**src/rtl/lfu_victim_select.sv**
```systemverilog
// lfu_victim_select
// Replacement controller for a set-associative cache backed by an LFU counter
// array with a registered read port. Hits increment the counter of the hit
// line. A miss scans every way of the set, picks the least-frequently-used way
// (lowest index wins on a tie), clears that way's counter and reports it as
// the victim. The scan takes WAYS read cycles, one drain cycle and one
// replace cycle, so the victim is reported WAYS+2 cycles after the miss is
// accepted.
module lfu_victim_select #(
  parameter int bitsDirect  = 10,
  parameter int sizeCounter = 4,
  parameter int bitsWay     = 2
) (
  input  logic                        clk,
  input  logic                        gen_reset,
  input  logic                        hit_valid,
  input  logic [bitsDirect-bitsWay-1:0] hit_set,
  input  logic [bitsWay-1:0]          hit_way,
  output logic                        hit_ready,
  input  logic                        miss_req,
  input  logic [bitsDirect-bitsWay-1:0] miss_set,
  output logic                        miss_ready,
  output logic                        victim_valid,
  output logic [bitsWay-1:0]          victim_way,
  output logic                        lfu_enable,
  output logic                        lfu_line_reset,
  output logic                        lfu_line_sum,
  output logic [bitsDirect-1:0]       lfu_address,
  output logic                        lfu_count_read,
  input  logic [sizeCounter-1:0]      lfu_count_in
);

  localparam int SET_W = bitsDirect - bitsWay;
  localparam logic [bitsWay-1:0] LAST_WAY = bitsWay'((1 << bitsWay) - 1);

  typedef enum logic [1:0] {
    IDLE,
    SCAN,
    LAST,
    REPLACE
  } state_e;

  state_e                 state_q,  state_d;
  logic [SET_W-1:0]       set_q,    set_d;
  logic [bitsWay-1:0]     ptr_q,    ptr_d;
  logic [sizeCounter-1:0] min_q,    min_d;
  logic [bitsWay-1:0]     cand_q,   cand_d;
  logic [bitsWay-1:0]     victim_q, victim_d;

  // Next-state logic: miss acceptance, running-minimum scan, victim latch.
  always_comb begin
    // NOTE: every variable gets a default before the case so no latch is inferred.
    state_d  = state_q;
    set_d    = set_q;
    ptr_d    = ptr_q;
    min_d    = min_q;
    cand_d   = cand_q;
    victim_d = victim_q;
    unique case (state_q)
      IDLE: begin
        // A hit in the same cycle wins; the miss is retried next cycle.
        if (miss_req && !hit_valid) begin
          set_d   = miss_set;
          ptr_d   = '0;
          state_d = SCAN;
        end
      end
      SCAN: begin
        // The count on lfu_count_in belongs to the way read one cycle earlier.
        if (ptr_q != '0) begin
          if (ptr_q == bitsWay'(1) || lfu_count_in < min_q) begin
            min_d  = lfu_count_in;
            cand_d = ptr_q - 1'b1;
          end
        end
        ptr_d = ptr_q + 1'b1;
        if (ptr_q == LAST_WAY) begin
          state_d = LAST;
        end
      end
      LAST: begin
        // Strict less-than keeps the lower way on a tie.
        victim_d = (lfu_count_in < min_q) ? LAST_WAY : cand_q;
        state_d  = REPLACE;
      end
      REPLACE: begin
        state_d = IDLE;
      end
      default: state_d = IDLE;
    endcase
  end

  // State registers with synchronous reset; an aborted miss simply vanishes.
  always_ff @(posedge clk) begin
    // NOTE: sequential state uses non-blocking assignments only.
    if (gen_reset) begin
      state_q  <= IDLE;
      set_q    <= '0;
      ptr_q    <= '0;
      min_q    <= '0;
      cand_q   <= '0;
      victim_q <= '0;
    end else begin
      state_q  <= state_d;
      set_q    <= set_d;
      ptr_q    <= ptr_d;
      min_q    <= min_d;
      cand_q   <= cand_d;
      victim_q <= victim_d;
    end
  end

  // Output decode: hits are answered in the same cycle, the rest follows state.
  always_comb begin
    hit_ready      = 1'b0;
    miss_ready     = 1'b0;
    victim_valid   = 1'b0;
    victim_way     = victim_q;
    lfu_enable     = 1'b0;
    lfu_line_reset = 1'b0;
    lfu_line_sum   = 1'b0;
    lfu_address    = '0;
    lfu_count_read = 1'b0;
    unique case (state_q)
      IDLE: begin
        hit_ready  = 1'b1;
        miss_ready = !hit_valid;
        if (hit_valid) begin
          lfu_enable   = 1'b1;
          lfu_line_sum = 1'b1;
          lfu_address  = {hit_set, hit_way};
        end
      end
      SCAN: begin
        lfu_count_read = 1'b1;
        lfu_address    = {set_q, ptr_q};
      end
      REPLACE: begin
        victim_valid   = 1'b1;
        lfu_enable     = 1'b1;
        lfu_line_reset = 1'b1;
        lfu_address    = {set_q, victim_q};
      end
      default: ;
    endcase
  end

endmodule

```
**config.mk**
```make
export PLATFORM = sky130hd
export DESIGN_NAME = lfu_victim_select
export DESIGN_NICKNAME = d
export VERILOG_FILES = /design/src/rtl/lfu_victim_select.sv
export SDC_FILE = /design/constraint.sdc
export NUM_CORES = 1
export LEC_CHECK = 0
export CAP_MARGIN = 10
export CORE_ASPECT_RATIO = 0.75
export CORE_UTILIZATION = 45
export CTS_BUF_LIST = sky130_fd_sc_hd__clkbuf_4 sky130_fd_sc_hd__clkbuf_8
export CTS_CLUSTER_SIZE = 12
export DETAILED_ROUTE_END_ITERATION = 16
export HOLD_SLACK_MARGIN = 0.08
export PLACE_DENSITY = 0.82
export SYNTH_ARGS = -nofsm -noshare
export SYNTH_HDL_FRONTEND = slang
export SYNTH_SLANG_ARGS = --single-unit
```
**constraint.sdc**
```tcl
create_clock -name clk -period 1.95 [get_ports clk]
set_input_delay 0.39 -clock clk [delete_from_list [all_inputs] [get_ports clk]]
set_output_delay 0.39 -clock clk [all_outputs]
set_load 0.05 [all_outputs]
```
==> results.cfg, run 1 <==
[status]
status = did not finish
lastStage = global routing
firstError = [ERROR DPL-0033] detailed placement checks failed during check placement.

[placed_design]
placed_area_um2 = 1970
dp_hpwl_mm = 2.84
numPortBuffers = 44
pre_cts_ws_ns = -0.214
place_congestion = 0.801

[logic_synthesis]
yosys_warnings = 0
synthTopCellsByCount = nor2_1, dfxtp_1, mux2i_1, ha_1, nand2b_1
synth_cell_types = 27
synth_edf_count = 0
synth-main-ff-cell = dfxtp_1
synth_cells = 134
yosys.area.top_type_share = 0.346
yosys.area.top_type = dfxtp_1
syn_avg_cell_area_um2 = 8.63
synthesis.nets = 170
async_flop_share = 0
yosysSeqAreaShare = 0.346
synth_area_leaders = dfxtp_1, mux2i_1, ha_1
synth_most_common_cell = nor2_1
syn-cell-area_um2 = 1160
ys_ff_latch = 20

[clocking]
cts_sinks = 20
ctsHoldBuffers = 0
root_buffer = clkbuf_4
cts_buffers = 3
cts_buffer_depth = 2
htree_levels = 1

[floorplan]
initial_core_util = 0.489
io_pins = 45
die_h_um = 45.9
num_rows = 15
fp.dieW_um = 60.5

[timing]
worst-ep-kind = output port
worst_endpoint = lfu_address[0]

[grt]
grt_max_degree = 17
antenna_found_initial = 0
cells by family after synthesis:
logic type	share of synthesized area
multiplexers	0.139
flip-flops	0.346
AND/OR/NAND/NOR	0.206
adder cells (fa/ha/maj)	0.108
AO/OA/AOI/OAI	0.143
buffers and inverters	0.0584
per-stage QoR:
step | util | instances | TNS, ns
4_1_cts | 0.919 | 229 | -1.25
3_5_place_dp | 0.834 | 220 | -2.04
3_3_place_gp | 0.834 | 220 | -1.02
2_1_floorplan | - | 134 | 0
what timing repair did:
action	in CTS
resized for setup	27
cloned	1
pin swaps	11
setup endpoints to repair	12
setup buffers	4
==> run 2: changes to the inputs <==
==> config.mk (replaced) <==
export PLATFORM = sky130hd
export DESIGN_NAME = lfu_victim_select
export DESIGN_NICKNAME = d
export VERILOG_FILES = /design/src/rtl/lfu_victim_select.sv
export SDC_FILE = /design/constraint.sdc
export NUM_CORES = 1
export LEC_CHECK = 0
export CAP_MARGIN = 10
export CORE_AREA = 2 2 63 65
export DETAILED_ROUTE_END_ITERATION = 16
export DIE_AREA = 0 0 65 67
export PLACE_DENSITY_LB_ADDON = 0.15
export SYNTH_ARGS = -nofsm -noshare
export SYNTH_HDL_FRONTEND = slang
export SYNTH_SLANG_ARGS = --single-unit
==> results.cfg, run 2 <==
[logic_synthesis]
synth_cell_types = 27
synth-main-ff-cell = dfxtp_1
syn-cell-area_um2 = 1160
syn_avg_cell_area_um2 = 8.63
yosys.area.top_type_share = 0.346
yosys.area.top_type = dfxtp_1
synth_most_common_cell = nor2_1
ys_ff_latch = 20
yosys_warnings = 0
synth_area_leaders = dfxtp_1, mux2i_1, ha_1
synth_cells = 134
synth_edf_count = 0
yosysSeqAreaShare = 0.346
async_flop_share = 0
synthesis.nets = 170
synthTopCellsByCount = nor2_1, dfxtp_1, mux2i_1, ha_1, nand2b_1

[layout]
largest_register = set_q
finish.utilization = 0.591
final_common_cell = clkdlybuf4s50_1
largest_reg_flops = 8
final_cell_mix = clkdlybuf4s50_1, buf_4, nor2_1, dfxtp_1, buf_12
area_growth_pct = 84.3
top_regs = set_q x8, min_q x4
drive_gt1_frac = 0.351
multi_input_area_um2 = 840
nets = 231
register_area_um2 = 403
diodes = 0
n_fill_cell = 312

[clocking]
clk_pin_slew_ns = 0.08
cts_buffers = 3
cts_sinks = 20
cts_tree = done
clk_latency_ns = 0.27
root_buffer = clkbuf_8
ctsHoldBuffers = 0
htree_levels = 1
cts_buffer_depth = 2

[drt]
vias = 1141
initialDrtViolationCount = 63
drc = 0
dr.pass1.iters = 4
drtAntennaViolNets = 0
via_per_inst = 4.71
wl_per_cell_um = 13.9
totalWireLength_mm = 3.38

[floorplan]
initial_core_util = 0.321
die_h_um = 67
fp.dieW_um = 65
dieArea_um2 = 4360
coreArea_um2 = 3610
io_pins = 45
num_rows = 22

[grt]
grt_use_met1 = 0.190
antenna_found_initial = 0
grt_use_total = 0.167
overflow = 0
met2_usage = 0.314
grtUsageMet3 = 0.0422
top_usage_layer = met2
grt_pass1_wl_mm = 5.51
grt_max_degree = 16
grt_pass1_vias = 1200

[timing]
slew_violations = 0
clock_skew_ns = 0.00931
slew_headroom = 0.674
fin_crit_ns = 2.03
setup_slack_ns = -0.0834
setup_viol = 5
max_slew.worst_pin.slew_ns = 0.488
rsz0062_at_grt = true
min_period_over_period = 1.04
timing.final.hold_violations = 0
max_freq_mhz = 492
tns_ns = -0.316

[setup_path]
crit_start = state_q[0]
crit_fanout = 4
path_class = flop to primary output
cp.arrival_ns = 1.64
worstSetupStartpointType = flop
r2r_end = min_q[1]
r2r_slack_ns = 0.33
required_ns = 1.56
endpoint = lfu_address[1]
critPathCaptureType = primary output
rr_worst_depth = 7
r2r-start = min_q[3]

[power]
vdd_drop_max_mv = 1.02
leakagePower_nw = 0.897
pwr_density_cell_nw_per_um2 = 1260

[placed_design]
place_congestion = 0.728
dp_hpwl_mm = 2.66
numPortBuffers = 44

[status]
violations = setup timing
status = complete, but fails checks

[min_path]
hold_class = flop to flop
holdCritStartpoint = min_q[0]

[run]
cap_violations = 0
## run 2: worst min path at each step
stage	to	slack, ns	cells past startpoint
after floorplan	min_q[0]	0.45	2
after global placement	min_q[0]	0.46	2
after detailed placement	min_q[0]	0.47	2
after CTS	min_q[0]	0.49	2
after global routing	min_q[0]	0.52	2
final	min_q[0]	0.48	2
## run 2: logic make-up (layout without fill, tap and decap cells)
kind of cell | Yosys count | count (layout) | share of synthesized area
simple gates | 51 | 51 | 0.206
compound gates | 23 | 23 | 0.143
flops | 20 | 20 | 0.346
mux | 15 | 15 | 0.139
buf+inv | 15 | 75 | 0.0584
fa+ha+maj | 10 | 10 | 0.108
## run 2: worst max-delay path, cell delays in order, from the launching register on
cell,delay (ns)
dfxtp_2,0.36
inv_2,0.06
ha_4,0.15
and2_4,0.16
a222oi_1,0.30
buf_4,0.17
nor2_4,0.03
buf_6,0.14
## run 2: stage by stage
| step | worst slack, ns | power, mW | hold WS, ns | cell area, um2 | instances |
|---|---|---|---|---|---|
| floorplan | 0.00671 | 1.50 | 0.447 | 1280 | 134 |
| global placement | -0.107 | 2.14 | 0.458 | 1990 | 235 |
| detailed placement | -0.163 | 2.17 | 0.473 | 1990 | 235 |
| CTS | -0.0863 | 2.68 | 0.487 | 2120 | 241 |
| global route | -0.149 | 2.81 | 0.517 | 2130 | 242 |
| finish | -0.0834 | 2.67 | 0.483 | 2130 | 242 |
## run 2: power breakdown
group / internal (mW) / leakage, nW / switching [mW]
combinational: 0.785 / 0.698 / 0.952
sequential: 0.466 / 0.163 / 0.0462
clock: 0.274 / 0.0357 / 0.151
## run 2: metal layers
layer	wire [um]	part of all wire	vias up
li1	-	-	575
met1	1410	0.42	539
met2	1810	0.54	25
met3	142	0.042	2
met4	6	0.0018	0
met5	0	0	-
## run 2: cell type report
class / instances / area share
clock buffer: 3 / 0.0194
clock inverter: 1 / 0.0141
inverter: 8 / 0.0141
multi-input combinational: 99 / 0.394
sequential: 20 / 0.189
tap: 48 / 0.0282
timing repair buffer: 63 / 0.341
## run 2: timing repair
action	in CTS	in global routing
buffers inserted	2	1
pin swaps	3	5
setup endpoints to repair	11	11
gates cloned	0	0
resized for setup	13	1
(Power assumes the default switching activity.)
